File: config.mk
export PLATFORM = sky130hd
export DESIGN_NAME = mult_int8b_acc_flat
export DESIGN_NICKNAME = d
export VERILOG_FILES = /design/src/rtl/mult_acc_pkg.sv /design/src/rtl/mult_int8b_acc_if.sv /design/src/rtl/acc_sat_add.sv /design/src/rtl/mult_int8b_acc.sv /design/src/flat_wrapper.sv
export SDC_FILE = /design/constraint.sdc
export NUM_CORES = 1
export LEC_CHECK = 0
export BUFFER_PORTS_ARGS = -buffer_cell sky130_fd_sc_hd__clkbuf_2
export CAP_MARGIN = 20
export CORE_ASPECT_RATIO = 1.4
export CORE_MARGIN = 2
export CORE_UTILIZATION = 45
export DETAILED_ROUTE_END_ITERATION = 6
export HOLD_SLACK_MARGIN = 0.06
export PLACE_DENSITY = 0.77
export SLEW_MARGIN = 25
export SYNTH_ARGS = -nofsm -noshare
export SYNTH_HDL_FRONTEND = slang
export SYNTH_SLANG_ARGS = --single-unit
File: constraint.sdc
create_clock -name clk -period 3.2 [get_ports clk]
set_input_delay 0.48 -clock clk [delete_from_list [all_inputs] [get_ports clk]]
set_output_delay 0.48 -clock clk [all_outputs]
set_load 0.01 [all_outputs]
File: src/rtl/mult_acc_pkg.sv
// Shared types, defaults and the saturating-add helper for the product accumulator.
package mult_acc_pkg;

    localparam int DEF_IN_WIDTH  = 16;
    localparam int DEF_ACC_WIDTH = 24;

    // Wide enough that acc + sext(in) can never overflow before clamping.
    localparam int CALC_W = 64;

    // Clamp bounds for the default accumulator width.
    localparam logic signed [CALC_W-1:0] ACC_MAX = (64'sd1 <<< (DEF_ACC_WIDTH - 1)) - 64'sd1;
    localparam logic signed [CALC_W-1:0] ACC_MIN = -(64'sd1 <<< (DEF_ACC_WIDTH - 1));

    // ACCUM collects terms; HOLD means a result is presented (out_valid).
    typedef enum logic {
        ST_ACCUM = 1'b0,
        ST_HOLD  = 1'b1
    } state_e;

    typedef struct packed {
        logic                     clamp;
        logic signed [CALC_W-1:0] sum;
    } sat_res_t;

    // Adds two already sign-extended operands and, when saturate is set,
    // clamps to the signed range of an acc_w-bit register.
    function automatic sat_res_t sat_add(
        input logic signed [CALC_W-1:0] acc,
        input logic signed [CALC_W-1:0] sext_in,
        input int                       acc_w,
        input logic                     saturate
    );
        logic signed [CALC_W-1:0] hi;
        logic signed [CALC_W-1:0] lo;
        logic signed [CALC_W-1:0] s;
        sat_res_t                 r;
        hi      = (64'sd1 <<< (acc_w - 1)) - 64'sd1;
        lo      = -hi - 64'sd1;
        s       = acc + sext_in;
        r.clamp = 1'b0;
        r.sum   = s;
        if (saturate) begin
            if (s > hi) begin
                r.sum   = hi;
                r.clamp = 1'b1;
            end else if (s < lo) begin
                r.sum   = lo;
                r.clamp = 1'b1;
            end
        end
        return r;
    endfunction

endpackage

File: src/rtl/mult_int8b_acc_if.sv
// Product input stream, result output stream and batch-abort for the accumulator.
interface mult_int8b_acc_if
    import mult_acc_pkg::*;
#(
    parameter int IN_WIDTH  = DEF_IN_WIDTH,
    parameter int ACC_WIDTH = DEF_ACC_WIDTH
) ();

    logic                        clr;
    logic                        in_valid;
    logic signed [IN_WIDTH-1:0]  in_data;
    logic                        in_ready;
    logic                        out_valid;
    logic signed [ACC_WIDTH-1:0] out_data;
    logic                        out_sat;
    logic                        out_ready;

    // Producer of products / consumer of results.
    modport master (
        output clr, in_valid, in_data, out_ready,
        input  in_ready, out_valid, out_data, out_sat
    );

    // The accumulator itself.
    modport slave (
        input  clr, in_valid, in_data, out_ready,
        output in_ready, out_valid, out_data, out_sat
    );

endinterface

File: src/rtl/acc_sat_add.sv
// Combinational sign-extend, add and optional clamp of one product onto the running sum.
module acc_sat_add
    import mult_acc_pkg::*;
#(
    parameter int IN_WIDTH  = DEF_IN_WIDTH,
    parameter int ACC_WIDTH = DEF_ACC_WIDTH,
    parameter int SATURATE  = 1
) (
    input  logic signed [ACC_WIDTH-1:0] acc,
    input  logic signed [IN_WIDTH-1:0]  in_data,
    output logic signed [ACC_WIDTH-1:0] sum,
    output logic                        clamp
);

    sat_res_t res;

    // In wrap mode the low ACC_WIDTH bits of the wide sum are the modular result.
    always_comb begin
        res   = sat_add(CALC_W'(acc), CALC_W'(in_data), ACC_WIDTH, SATURATE != 0);
        sum   = res.sum[ACC_WIDTH-1:0];
        clamp = res.clamp;
    end

endmodule

File: src/rtl/mult_int8b_acc.sv
// Accumulates NUM_TERMS signed products into one dot-product result with
// valid/ready on both sides, optional saturation and a per-batch sticky flag.
module mult_int8b_acc
    import mult_acc_pkg::*;
#(
    parameter int IN_WIDTH  = DEF_IN_WIDTH,
    parameter int ACC_WIDTH = DEF_ACC_WIDTH,
    parameter int NUM_TERMS = 8,
    parameter int SATURATE  = 1
) (
    input  logic             clk,
    input  logic             rst_n,
    mult_int8b_acc_if.slave  bus
);

    localparam int              CNT_W = $clog2(NUM_TERMS) + 1;
    localparam logic [CNT_W-1:0] LAST = CNT_W'(NUM_TERMS - 1);

    state_e                      state;
    logic signed [ACC_WIDTH-1:0] acc;
    logic signed [ACC_WIDTH-1:0] acc_n;
    logic [CNT_W-1:0]            cnt;
    logic                        sat;
    logic                        clamp_now;
    logic signed [ACC_WIDTH-1:0] out_data_q;
    logic                        out_sat_q;
    logic                        accept;
    logic                        final_term;

    acc_sat_add #(
        .IN_WIDTH  (IN_WIDTH),
        .ACC_WIDTH (ACC_WIDTH),
        .SATURATE  (SATURATE)
    ) u_add (
        .acc     (acc),
        .in_data (bus.in_data),
        .sum     (acc_n),
        .clamp   (clamp_now)
    );

    // A held result blocks input unless it is being drained this same cycle,
    // which lets a new result replace the old one without a bubble.
    assign bus.in_ready  = (state == ST_ACCUM || bus.out_ready) && !bus.clr;
    assign accept        = bus.in_valid && bus.in_ready;
    assign final_term    = accept && (cnt == LAST);
    assign bus.out_valid = (state == ST_HOLD);
    assign bus.out_data  = out_data_q;
    assign bus.out_sat   = out_sat_q;

    // Batch accumulation, result register and ACCUM/HOLD state.
    always_ff @(posedge clk or negedge rst_n) begin
        if (!rst_n) begin
            state      <= ST_ACCUM;
            acc        <= '0;
            cnt        <= '0;
            sat        <= 1'b0;
            out_data_q <= '0;
            out_sat_q  <= 1'b0;
        end else begin
            if (bus.clr) begin
                acc <= '0;
                cnt <= '0;
                sat <= 1'b0;
            end else if (final_term) begin
                acc        <= '0;
                cnt        <= '0;
                sat        <= 1'b0;
                out_data_q <= acc_n;
                out_sat_q  <= sat | clamp_now;
            end else if (accept) begin
                acc <= acc_n;
                cnt <= cnt + 1'b1;
                sat <= sat | clamp_now;
            end

            case (state)
                ST_ACCUM: if (final_term) state <= ST_HOLD;
                ST_HOLD:  if (bus.out_ready && !final_term) state <= ST_ACCUM;
                default:  state <= ST_ACCUM;
            endcase
        end
    end

endmodule

File: src/flat_wrapper.sv
// flat-port wrapper written by rule: the top's interface ports become plain ports
module mult_int8b_acc_flat import mult_acc_pkg::*;
#(
    parameter int IN_WIDTH  = DEF_IN_WIDTH,
    parameter int ACC_WIDTH = DEF_ACC_WIDTH,
    parameter int NUM_TERMS = 8,
    parameter int SATURATE  = 1
)
  (clk, rst_n, bus_clr, bus_in_valid, bus_in_data, bus_out_ready, bus_in_ready, bus_out_valid, bus_out_data, bus_out_sat);
  mult_int8b_acc_if #(.IN_WIDTH(IN_WIDTH), .ACC_WIDTH(ACC_WIDTH)) bus_i ();
  input  logic clk;
  input  logic rst_n;
  input wire logic [$bits(bus_i.clr)-1:0] bus_clr;
  input wire logic [$bits(bus_i.in_valid)-1:0] bus_in_valid;
  input wire logic [$bits(bus_i.in_data)-1:0] bus_in_data;
  input wire logic [$bits(bus_i.out_ready)-1:0] bus_out_ready;
  output wire logic [$bits(bus_i.in_ready)-1:0] bus_in_ready;
  output wire logic [$bits(bus_i.out_valid)-1:0] bus_out_valid;
  output wire logic [$bits(bus_i.out_data)-1:0] bus_out_data;
  output wire logic [$bits(bus_i.out_sat)-1:0] bus_out_sat;
  assign bus_i.clr = bus_clr;
  assign bus_i.in_valid = bus_in_valid;
  assign bus_i.in_data = bus_in_data;
  assign bus_i.out_ready = bus_out_ready;
  assign bus_in_ready = bus_i.in_ready;
  assign bus_out_valid = bus_i.out_valid;
  assign bus_out_data = bus_i.out_data;
  assign bus_out_sat = bus_i.out_sat;
  mult_int8b_acc #(.IN_WIDTH(IN_WIDTH), .ACC_WIDTH(ACC_WIDTH), .NUM_TERMS(NUM_TERMS), .SATURATE(SATURATE)) u_core (.clk(clk), .rst_n(rst_n), .bus(bus_i));
endmodule
======== After elaboration in Yosys (flattened, before gate mapping) ========
Index checks and enable logic that the tools add are counted.
cells by class
  shift-type cells ........................ 0
  order comparisons ....................... 2
  bitwise logic cells ..................... 3
  multiply operators ...................... 0
  add/subtract/negate cells ............... 2
  reductions and logical operators ........ 9
  equal/unequal tests ..................... 1
  multiplexer cells ....................... 14
  divide/modulo/power cells ............... 0
operators with widths
  cell                                                                             count
  65-bit two-way mux                                                               2
  24-bit two-way mux                                                               3
  64-bit by 24-bit > comparator with 1-bit output (second input constant)          1
  64-bit by 24-bit less-than comparator with 1-bit output (second input constant)  1
  24-bit by 16-bit adder with 25-bit output                                        1
  4-bit two-way mux                                                                3
  1-bit two-way mux                                                                5
  4-bit by 1-bit adder with 4-bit output (second input constant)                   1
  4-bit by 3-bit == test with 1-bit output (second input constant)                 1
  1-bit logical AND                                                                4
  3-bit nonzero test                                                               1
  1-bit logical NOT                                                                2
  1-bit inverter                                                                   2
  1-bit case mux with 2 select lines                                               1
  2-bit AND reduction                                                              1
  1-bit logical OR                                                                 1
  1-bit OR                                                                         1
word-level totals
  bits in read-only memories .............. 0
  logic and storage cells ................. 37
  input bits .............................. 21
  memories kept ........................... 0
  latch bits .............................. 0
  RAM bits ................................ 0
  bits in registers ....................... 55
  output and inout bits ................... 27

======== Longest topological paths before layout ========
Gate-level depths: netlist of the first run.
  word-level depth ........................ 9
  depth in mapped cells ................... 13

======== Hierarchy ========
A second synthesis of the first run with hierarchy kept.
unflattened totals
  cells, all modules ...................... 448
  area total of the unflattened synthesis .. 4280.4 µm²
by module, submodules not included
  module          area each (µm²)  cells each  sequential area each (µm²)  instances
  mult_int8b_acc  2193.4           156         1376.3                      1
  acc_sat_add     2087.0           292         0.0                         1

======== Worst setup path before layout of the first run ========
Ideal clock, no wire load.
  path kind ............................... input -> register
  start point ............................. in bus_in_data[0]
  end point ............................... reg u_core.acc[3]
  required time ........................... 3133 ps
  cell stages on the path ................. 13
  arrival ................................. 2674 ps
  path slack .............................. 459 ps
  cell sequence ........................... ha_1 inv_1 fa_1 nand2b_1 a21oi_1 o211a_1 a21oi_1 and3_1 buf_6 mux2_4 nor2_4 buf_6 a221o_1
on the way
  word-level cells in the longest chain between the ends .. 7
  elaborated cells between the ends (all ways) .. 8
  classes of those cells .................. add/sub (1); order compare (2); mux (5)
RTL lines
  what                                                     line                  source
  start, declared                                          flat_wrapper.sv:15    input wire logic [$bits(bus_i.in_data)-1:0] bus_in_data;
  24-bit by 16-bit adder with 25-bit output *              mult_acc_pkg.sv:39    s = acc + sext_in;
  64-bit by 24-bit less-than comparator with 1-bit output  mult_acc_pkg.sv:46    end else if (s < lo) begin
  65-bit two-way mux                                       mult_acc_pkg.sv:46
  65-bit two-way mux *                                     mult_acc_pkg.sv:43    if (s > hi) begin
  24-bit two-way mux *                                     mult_int8b_acc.sv:70  end else if (accept) begin
  24-bit two-way mux *                                     mult_int8b_acc.sv:64  end else if (final_term) begin
  24-bit two-way mux *                                     mult_int8b_acc.sv:60  if (bus.clr) begin
  end signal, assigned                                     mult_int8b_acc.sv:71  acc <= acc_n;
  end, declared                                            mult_int8b_acc.sv:20  logic signed [ACC_WIDTH-1:0] acc;
Mark *: on every way between the ends. The rest lies on a longest branch, timed or not. The select of a mux whose other input is x is not followed.
A chain may end at the register's enable or synchronous reset.

======== Final worst setup path of the first run ========
  start point ............................. reg u_core.acc[0]
  end point ............................... reg u_core.acc[18]
on the way
  word-level cells in the longest chain between the ends .. 7
  elaborated cells between the ends (all ways) .. 8
  classes of those cells .................. add/sub (1); order compare (2); mux (5)
RTL lines
  what                                                     line
  24-bit by 16-bit adder with 25-bit output *              mult_acc_pkg.sv:39
  64-bit by 24-bit less-than comparator with 1-bit output  mult_acc_pkg.sv:46
  65-bit two-way mux                                       mult_acc_pkg.sv:46
  65-bit two-way mux *                                     mult_acc_pkg.sv:43
  24-bit two-way mux *                                     mult_int8b_acc.sv:70
  24-bit two-way mux *                                     mult_int8b_acc.sv:64
  24-bit two-way mux *                                     mult_int8b_acc.sv:60
Marks and branches as above.

==> results of run 1 <==
==> per-layer routing <==
metal  share of wire [%]  up-vias  wire (um)  GRT usage [%]
met5                   0        -          0              0
met4                 2.6        0        232           10.5
met3                 4.6       18        404           2.61
met2                  52       95       4590           37.8
met1                  41     1527       3580           24.7
li1                    -     1535          -              -
==> stage by stage <==
stage | cell area, um^2 | instances
2_1_floorplan | 3630 | 398
3_3_place_gp | 3950 | 534
3_5_place_dp | 3950 | 534
4_1_cts | 4050 | 542
5_1_grt | 4050 | 542
6_report | 4050 | 542
==> cell type report <==
class / count / area, um^2 / area share [%]
Tap cell: 100 / 125 / 3.09
Clock buffer: 6 / 82.6 / 2.04
Sequential cell: 55 / 1380 / 34.0
Clock inverter: 2 / 16.3 / 0.402
Multi-Input combinational cell: 315 / 2090 / 51.8
Timing Repair Buffer: 57 / 325 / 8.04
Inverter: 7 / 26.3 / 0.649
==> worst min-delay path by stage <==
stage / from / to / slack [ps] / cells after the start
6_report: rst_n / u_core.bus.out_data[8] / 160 / 1
5_1_grt: rst_n / u_core.acc[5] / 210 / 1
4_1_cts: rst_n / u_core.bus.out_data[5] / 190 / 1
3_5_place_dp: u_core.bus.out_valid / u_core.bus.out_valid / 490 / 1
3_3_place_gp: u_core.cnt[3] / u_core.cnt[3] / 470 / 1
2_1_floorplan: rst_n / u_core.acc[0] / 180 / 0
==> synth_stat cells, types with 3 or more instances <==
master,number
sky130_fd_sc_hd__nand2b_1,5
sky130_fd_sc_hd__buf_6,3
sky130_fd_sc_hd__a21oi_1,52
sky130_fd_sc_hd__a31oi_1,3
sky130_fd_sc_hd__ha_1,25
sky130_fd_sc_hd__a221o_1,20
sky130_fd_sc_hd__xnor2_1,15
sky130_fd_sc_hd__o21ai_0,19
sky130_fd_sc_hd__a21o_1,8
sky130_fd_sc_hd__nor2_1,44
sky130_fd_sc_hd__o211ai_1,5
sky130_fd_sc_hd__nor3_1,5
sky130_fd_sc_hd__buf_2,11
sky130_fd_sc_hd__inv_1,7
sky130_fd_sc_hd__clkbuf_1,5
sky130_fd_sc_hd__dfrtp_1,55
sky130_fd_sc_hd__xor2_1,5
sky130_fd_sc_hd__nand2_1,48
sky130_fd_sc_hd__nand4_1,6
sky130_fd_sc_hd__nor2b_1,3
==> power groups by stage <==
stage | Combinational (mW) | Sequential [mW] | Clock (mW)
after floorplan | 1.48 | 0.925 | 0
after global placement | 1.81 | 0.942 | 0
after detailed placement | 1.85 | 0.945 | 0
after CTS | 1.86 | 0.935 | 0.434
after global routing | 2.07 | 0.951 | 0.457
final | 1.87 | 0.937 | 0.428
==> kinds of logic (layout without fill, tap and decap cells) <==
| group | count (synthesis) | in the layout | share of synthesized area [%] |
|---|---|---|---|
| simple gates | 134 | 134 | 17.6 |
| xor+xnor | 20 | 20 | 4.82 |
| fa+ha+maj | 26 | 26 | 9.16 |
| compound gates | 133 | 133 | 25.3 |
| mux | 2 | 2 | 0.689 |
| buf+inv | 28 | 72 | 4.51 |
| flops | 55 | 55 | 37.9 |
==> flip-flops by register name, indices dropped and copies added (netlist names) <==
signal / flops
u_core.cnt: 4
u_core.sat: 1
u_core.acc: 24
u_core.bus.out_sat: 1
u_core.bus.out_data: 24
u_core.bus.out_valid: 1
==> run metrics, run 1 <==
count of cells resized by post-cts repair 0; remaining max-slew budget at the tightest pin 58.1%; clock latency of the later-clocked register in the worst-skew pair approximately 330 ps; number of flops mapped to enable cells by yosys 0; run status completed; number of warning messages in the yosys log 0; source of the worst register-to-register timing path u_core.acc[0]; setup_tns 0 ps; number of vias per cell 5.86; iteration-0 DRC count of the detailed router 278; CP Data Arrival Time 3170 ps; maximum root-to-sink buffer count 2; fraction of registers with async set or reset after synthesis 100%; Crit path required time 3440 ps; instance count on the critical path 12; number of top-level pins 48; largest fanout on the critical path 21; layout overhead on the synthesized area 11.4%; register bit total from synthesis 55; initial cell density of the core 46.6%; final core utilization 51.9%; cell with the largest stage delay on the worst path sky130_fd_sc_hd__fa_1; transition at the pin with the smallest max-transition slack 628 ps; PortBufs 47; nature of the critical path startpoint flip-flop; Comb pwr share 57.9%; prevailing post-synth register cell sky130_fd_sc_hd__dfrtp_1; count of antenna-violating nets left after detailed routing 0; count of pins over their slew limit 0; Seq/Total Area, Yosys 37.9%; iteration count of the initial detailed-routing pass 5; Post-Place Setup Slack a little under 90 ps; CTS tree yes; GR Overflow Total 0; Setup-failing EPs final 0; Vert. Die Dim 110 um; max frequency about 340 MHz; Filler Cell Count around 740; Avg WL per Cell 16.2 um; placement row count 38; gate count after technology mapping 398; setup repair after global routing missed its margin no; Leakage Power 1.99 nW; die extent in x around 80 um; worst setup path startpoint u_core.acc[0]; slack of the critical path 276 ps; minimum period implied by the final worst setup slack 2920 ps; count of cell types in the netlist 60; internal power 1.80 mW; Fin Hold WS 157 ps; full die area 0.00882 mm^2; sequential fraction of design power 28.9%; master cell of the clock root buffer sky130_fd_sc_hd__clkbuf_8; Diodes inserted 0; synthesized net count 445; global-route wire length before repair 14600 um; crit-path cells ha_1, inv_1, fa_1, nand2b_1, a21oi_1, o211a_1, a21oi_1, and3_1, mux2i_1, buf_4, nand2_1, o211ai_1; vias in the first global route 3228; post-DP HPWL 6460 um; Hold Path Class primary input to async pin; vias after detailed routing 3175; kind of capture point of the worst setup path flip-flop; Synth Area per Inst 9.13 um^2; antenna violations before repair 0; biggest cell delay along the critical path about 410 ps; most frequent standard cell in the layout excluding fill and tap cells sky130_fd_sc_hd__dfrtp_1; DR DRC count 0; net switching power of the design 1.44 mW; Final GP Congestion 0.927; terminus of the critical flop-to-flop path u_core.acc[18]; number of cells on the worst reg-to-reg path 12; max cap viols 0; Overall Power 3.24 mW; synth top area cells sky130_fd_sc_hd__dfrtp_1 38%, sky130_fd_sc_hd__ha_1 8.6%, sky130_fd_sc_hd__a21oi_1 7.2%; H-tree depth 2; most frequent cells in the layout 55 x sky130_fd_sc_hd__dfrtp_1, 52 x sky130_fd_sc_hd__a21oi_1, 48 x sky130_fd_sc_hd__nand2_1; maximum vdd drop 0.000291 V; fraction of post-synthesis cell area in the top cell type by area 37.9%; summed instance area of the synthesized netlist approximately 0.0036 mm^2; cell type with the highest occurrence count on the critical path sky130_fd_sc_hd__a21oi_1; total global routing track utilization 21.1%; number of buffers created by CTS 5; Switching Fraction 44.3%; cts hold-fix bufs 0; total wire length after detailed routing 8810 um; library cell with the largest summed area after synthesis sky130_fd_sc_hd__dfrtp_1; worst setup skew after layout 12.1 ps; CORE AREA 0.00780 mm^2; count of final hold-check violations 0; count of nets after finishing 488; buffers and inverters on the worst path 2; pin count of the biggest net entering global routing 44; slack of the worst reg-to-reg path between 200 and 300 ps; number of setup buffers added after CTS 0; share of the clock period used by the worst path 91.4%; total clock sinks 55; worst setup path endpoint u_core.acc[18]; family of cells with the greatest summed delay on the critical path compound AO/OA/AOI/OAI gates; worst setup path class flip-flop to flip-flop; CTS clock-pin slew for the worst setup and hold paths 100 ps; total power divided by cell area 800 mW/mm^2; share of layout cells above drive strength 1 19.2%; part of the power in the clock network 13.2%
(Power assumes the default switching activity.)
==> inputs of run 2 (changes only) <==
- CAP_MARGIN: 20 -> 5
- CTS_BUF_LIST: unset -> sky130_fd_sc_hd__clkbuf_4
- clock period: 3.2 -> 3.3 ns (I/O delays scaled with it)
==> run metrics, run 2 (synthesized netlist as in run 1, its figures left out) <==
Comb pwr share 60.0%; met3 Track Usage GR 2.69%; cts hold-fix bufs 0; number of placed instances with taps included about 540; count of nets after finishing 489; GR Overflow Total 0; Fin Hold WS 183 ps; max cap viols 0; Hold Path Class primary input to async pin; nature of the critical path startpoint flip-flop; Leakage Power a little under 2 nW; worst setup path class flip-flop to flip-flop; CORE AREA 0.00780 mm^2; cell type with the highest occurrence count on the critical path sky130_fd_sc_hd__a21oi_1; pin count of the biggest net entering global routing 34; grt peak-use layer met2; initial cell density of the core 46.6%; CTS clock-pin slew for the worst setup and hold paths 160 ps; clock latency of the later-clocked register in the worst-skew pair around 400 ps; total wire length after detailed routing between 8000 and 9000 um; part of the power in the clock network 10.2%; CP Data Arrival Time 3260 ps; worst setup skew after layout between 20 and 25 ps; Crit path required time between 3000 and 4000 ps; count of pins over their slew limit 0; count of final hold-check violations 0; setup_tns 0 ps; Switching Fraction 45.3%; number of vias per cell 5.77; internal power 1.66 mW; maximum vdd drop 0.000435 V; placement row count 38; Setup-failing EPs final 0; PortBufs between 40 and 50; maximum root-to-sink buffer count 2; count of antenna-violating nets left after detailed routing 0; count of cells resized by post-cts repair 0; vias in the first global route around 3200; transition at the pin with the smallest max-transition slack about 870 ps; Final GP Congestion 0.907; post-route cell area 0.00401 mm^2; number of setup buffers added after CTS 0; final core utilization 51.5%; most frequent cells in the layout 55 x sky130_fd_sc_hd__dfrtp_1, 52 x sky130_fd_sc_hd__a21oi_1, 48 x sky130_fd_sc_hd__nand2_1; post-detailed-placement cell area 0.00395 mm^2; CTS tree yes; net switching power of the design around 1.4 mW; antenna violations before repair 1; GR Util met2 a little under two fifths; Avg WL per Cell about 16 um; share of the clock period used by the worst path 88.8%; run status completed; vias after detailed routing 3141; Filler Cell Count 743; number of top-level pins 48; minimum period implied by the final worst setup slack 2930 ps; remaining max-slew budget at the tightest pin 41.8%; Vert. Die Dim 110 um; max frequency 341 MHz; buffers and inverters on the worst path 2; most frequent standard cell in the layout excluding fill and tap cells sky130_fd_sc_hd__dfrtp_1; H-tree depth 2; sequential fraction of design power 29.8%; DR DRC count 0; layout overhead on the synthesized area 10.5%; setup repair after global routing missed its margin no; iteration-0 DRC count of the detailed router ~240; kind of capture point of the worst setup path flip-flop; number of standard cells in the layout, taps in and fillers out 544; global-route wire length before repair around 15000 um; largest fanout on the critical path 21; cell with the largest stage delay on the worst path sky130_fd_sc_hd__fa_1; iteration count of the initial detailed-routing pass 4; share of layout cells above drive strength 1 19.2%; global routing met1 resource utilization 27.4%; post-DP HPWL about 6700 um; die extent in x 79.9 um; crit-path cells ha_1, inv_1, fa_1, nand2b_1, a21oi_1, o211a_1, a21oi_1, and3_1, mux2_4, nor2_4, buf_12, a221o_1; master cell of the clock root buffer sky130_fd_sc_hd__clkbuf_4; total clock sinks 55; total global routing track utilization ~22%; number of buffers created by CTS 5; total power divided by cell area 759 mW/mm^2; full die area 0.00882 mm^2; family of cells with the greatest summed delay on the critical path compound AO/OA/AOI/OAI gates; biggest cell delay along the critical path 400 ps
## run 2: cell count changes in the layout (fill, tap and decap cells not counted)
cell	change
sky130_fd_sc_hd__clkbuf_8	-6
sky130_fd_sc_hd__clkbuf_4	+5
sky130_fd_sc_hd__buf_4	+1
sky130_fd_sc_hd__clkbuf_2	+1
sky130_fd_sc_hd__clkinv_1	+1
sky130_fd_sc_hd__clkinvlp_4	-1
sky130_fd_sc_hd__diode_2	+1
## run 2: worst register-to-register path, stage by stage, from the launching register on
cell and delay, ps:
sky130_fd_sc_hd__dfrtp_1 390, sky130_fd_sc_hd__ha_1 220, sky130_fd_sc_hd__inv_1 70, sky130_fd_sc_hd__fa_1 400, sky130_fd_sc_hd__nand2b_1 180, sky130_fd_sc_hd__a21oi_1 210
sky130_fd_sc_hd__o211a_1 250, sky130_fd_sc_hd__a21oi_1 80, sky130_fd_sc_hd__and3_1 270, sky130_fd_sc_hd__mux2_4 340, sky130_fd_sc_hd__nor2_4 110, sky130_fd_sc_hd__buf_12 170
sky130_fd_sc_hd__a221o_1 170
## run 2: layer usage
metal,up-vias,wire length [um]
met5,-,0
met4,0,263
met3,16,350
met2,82,4500
met1,1501,3800
li1,1542,-
## run 2: final cells by class
type / instances / area [um^2] / share of cell area (%)
antenna: 1 / 2.50 / 0.0624
timing repair buffer: 58 / 330 / 8.23
inverter: 7 / 26.3 / 0.655
tap: 100 / 125 / 3.12
sequential: 55 / 1380 / 34.3
clock inverter: 2 / 12.5 / 0.312
multi-input combinational: 315 / 2090 / 52.2
clock buffer: 6 / 45.0 / 1.12
## run 2: path summary, 6_finish.rpt
check | start | end | slack, ps | depth (start not counted)
max | u_core.acc[0] | u_core.acc[15] | 370 | 12
min | rst_n | u_core.bus.out_data[10] | 180 | 1
max reg2reg | u_core.acc[0] | u_core.acc[15] | 370 | 12
min reg2reg | u_core.bus.out_valid | u_core.bus.out_valid | 530 | 1
max in group asynchronous | rst_n | u_core.acc[21] | 2300 | 2
min in group clk | bus_clr | u_core.cnt[2] | 280 | 2
## run 2: per-stage QoR
stage	total power [mW]	worst slack, ps
4_1_cts	3.04	393
3_3_place_gp	2.68	151
5_1_grt	3.30	212
2_1_floorplan	2.33	544
3_5_place_dp	2.72	115
6_report	3.05	370
## run 2: power groups by stage
stage / Sequential, mW / Combinational [mW] / Clock (mW)
3_3_place_gp: 0.916 / 1.76 / 0
3_5_place_dp: 0.920 / 1.80 / 0
2_1_floorplan: 0.897 / 1.44 / 0
5_1_grt: 0.922 / 2.04 / 0.344
4_1_cts: 0.907 / 1.82 / 0.316
6_report: 0.909 / 1.83 / 0.310
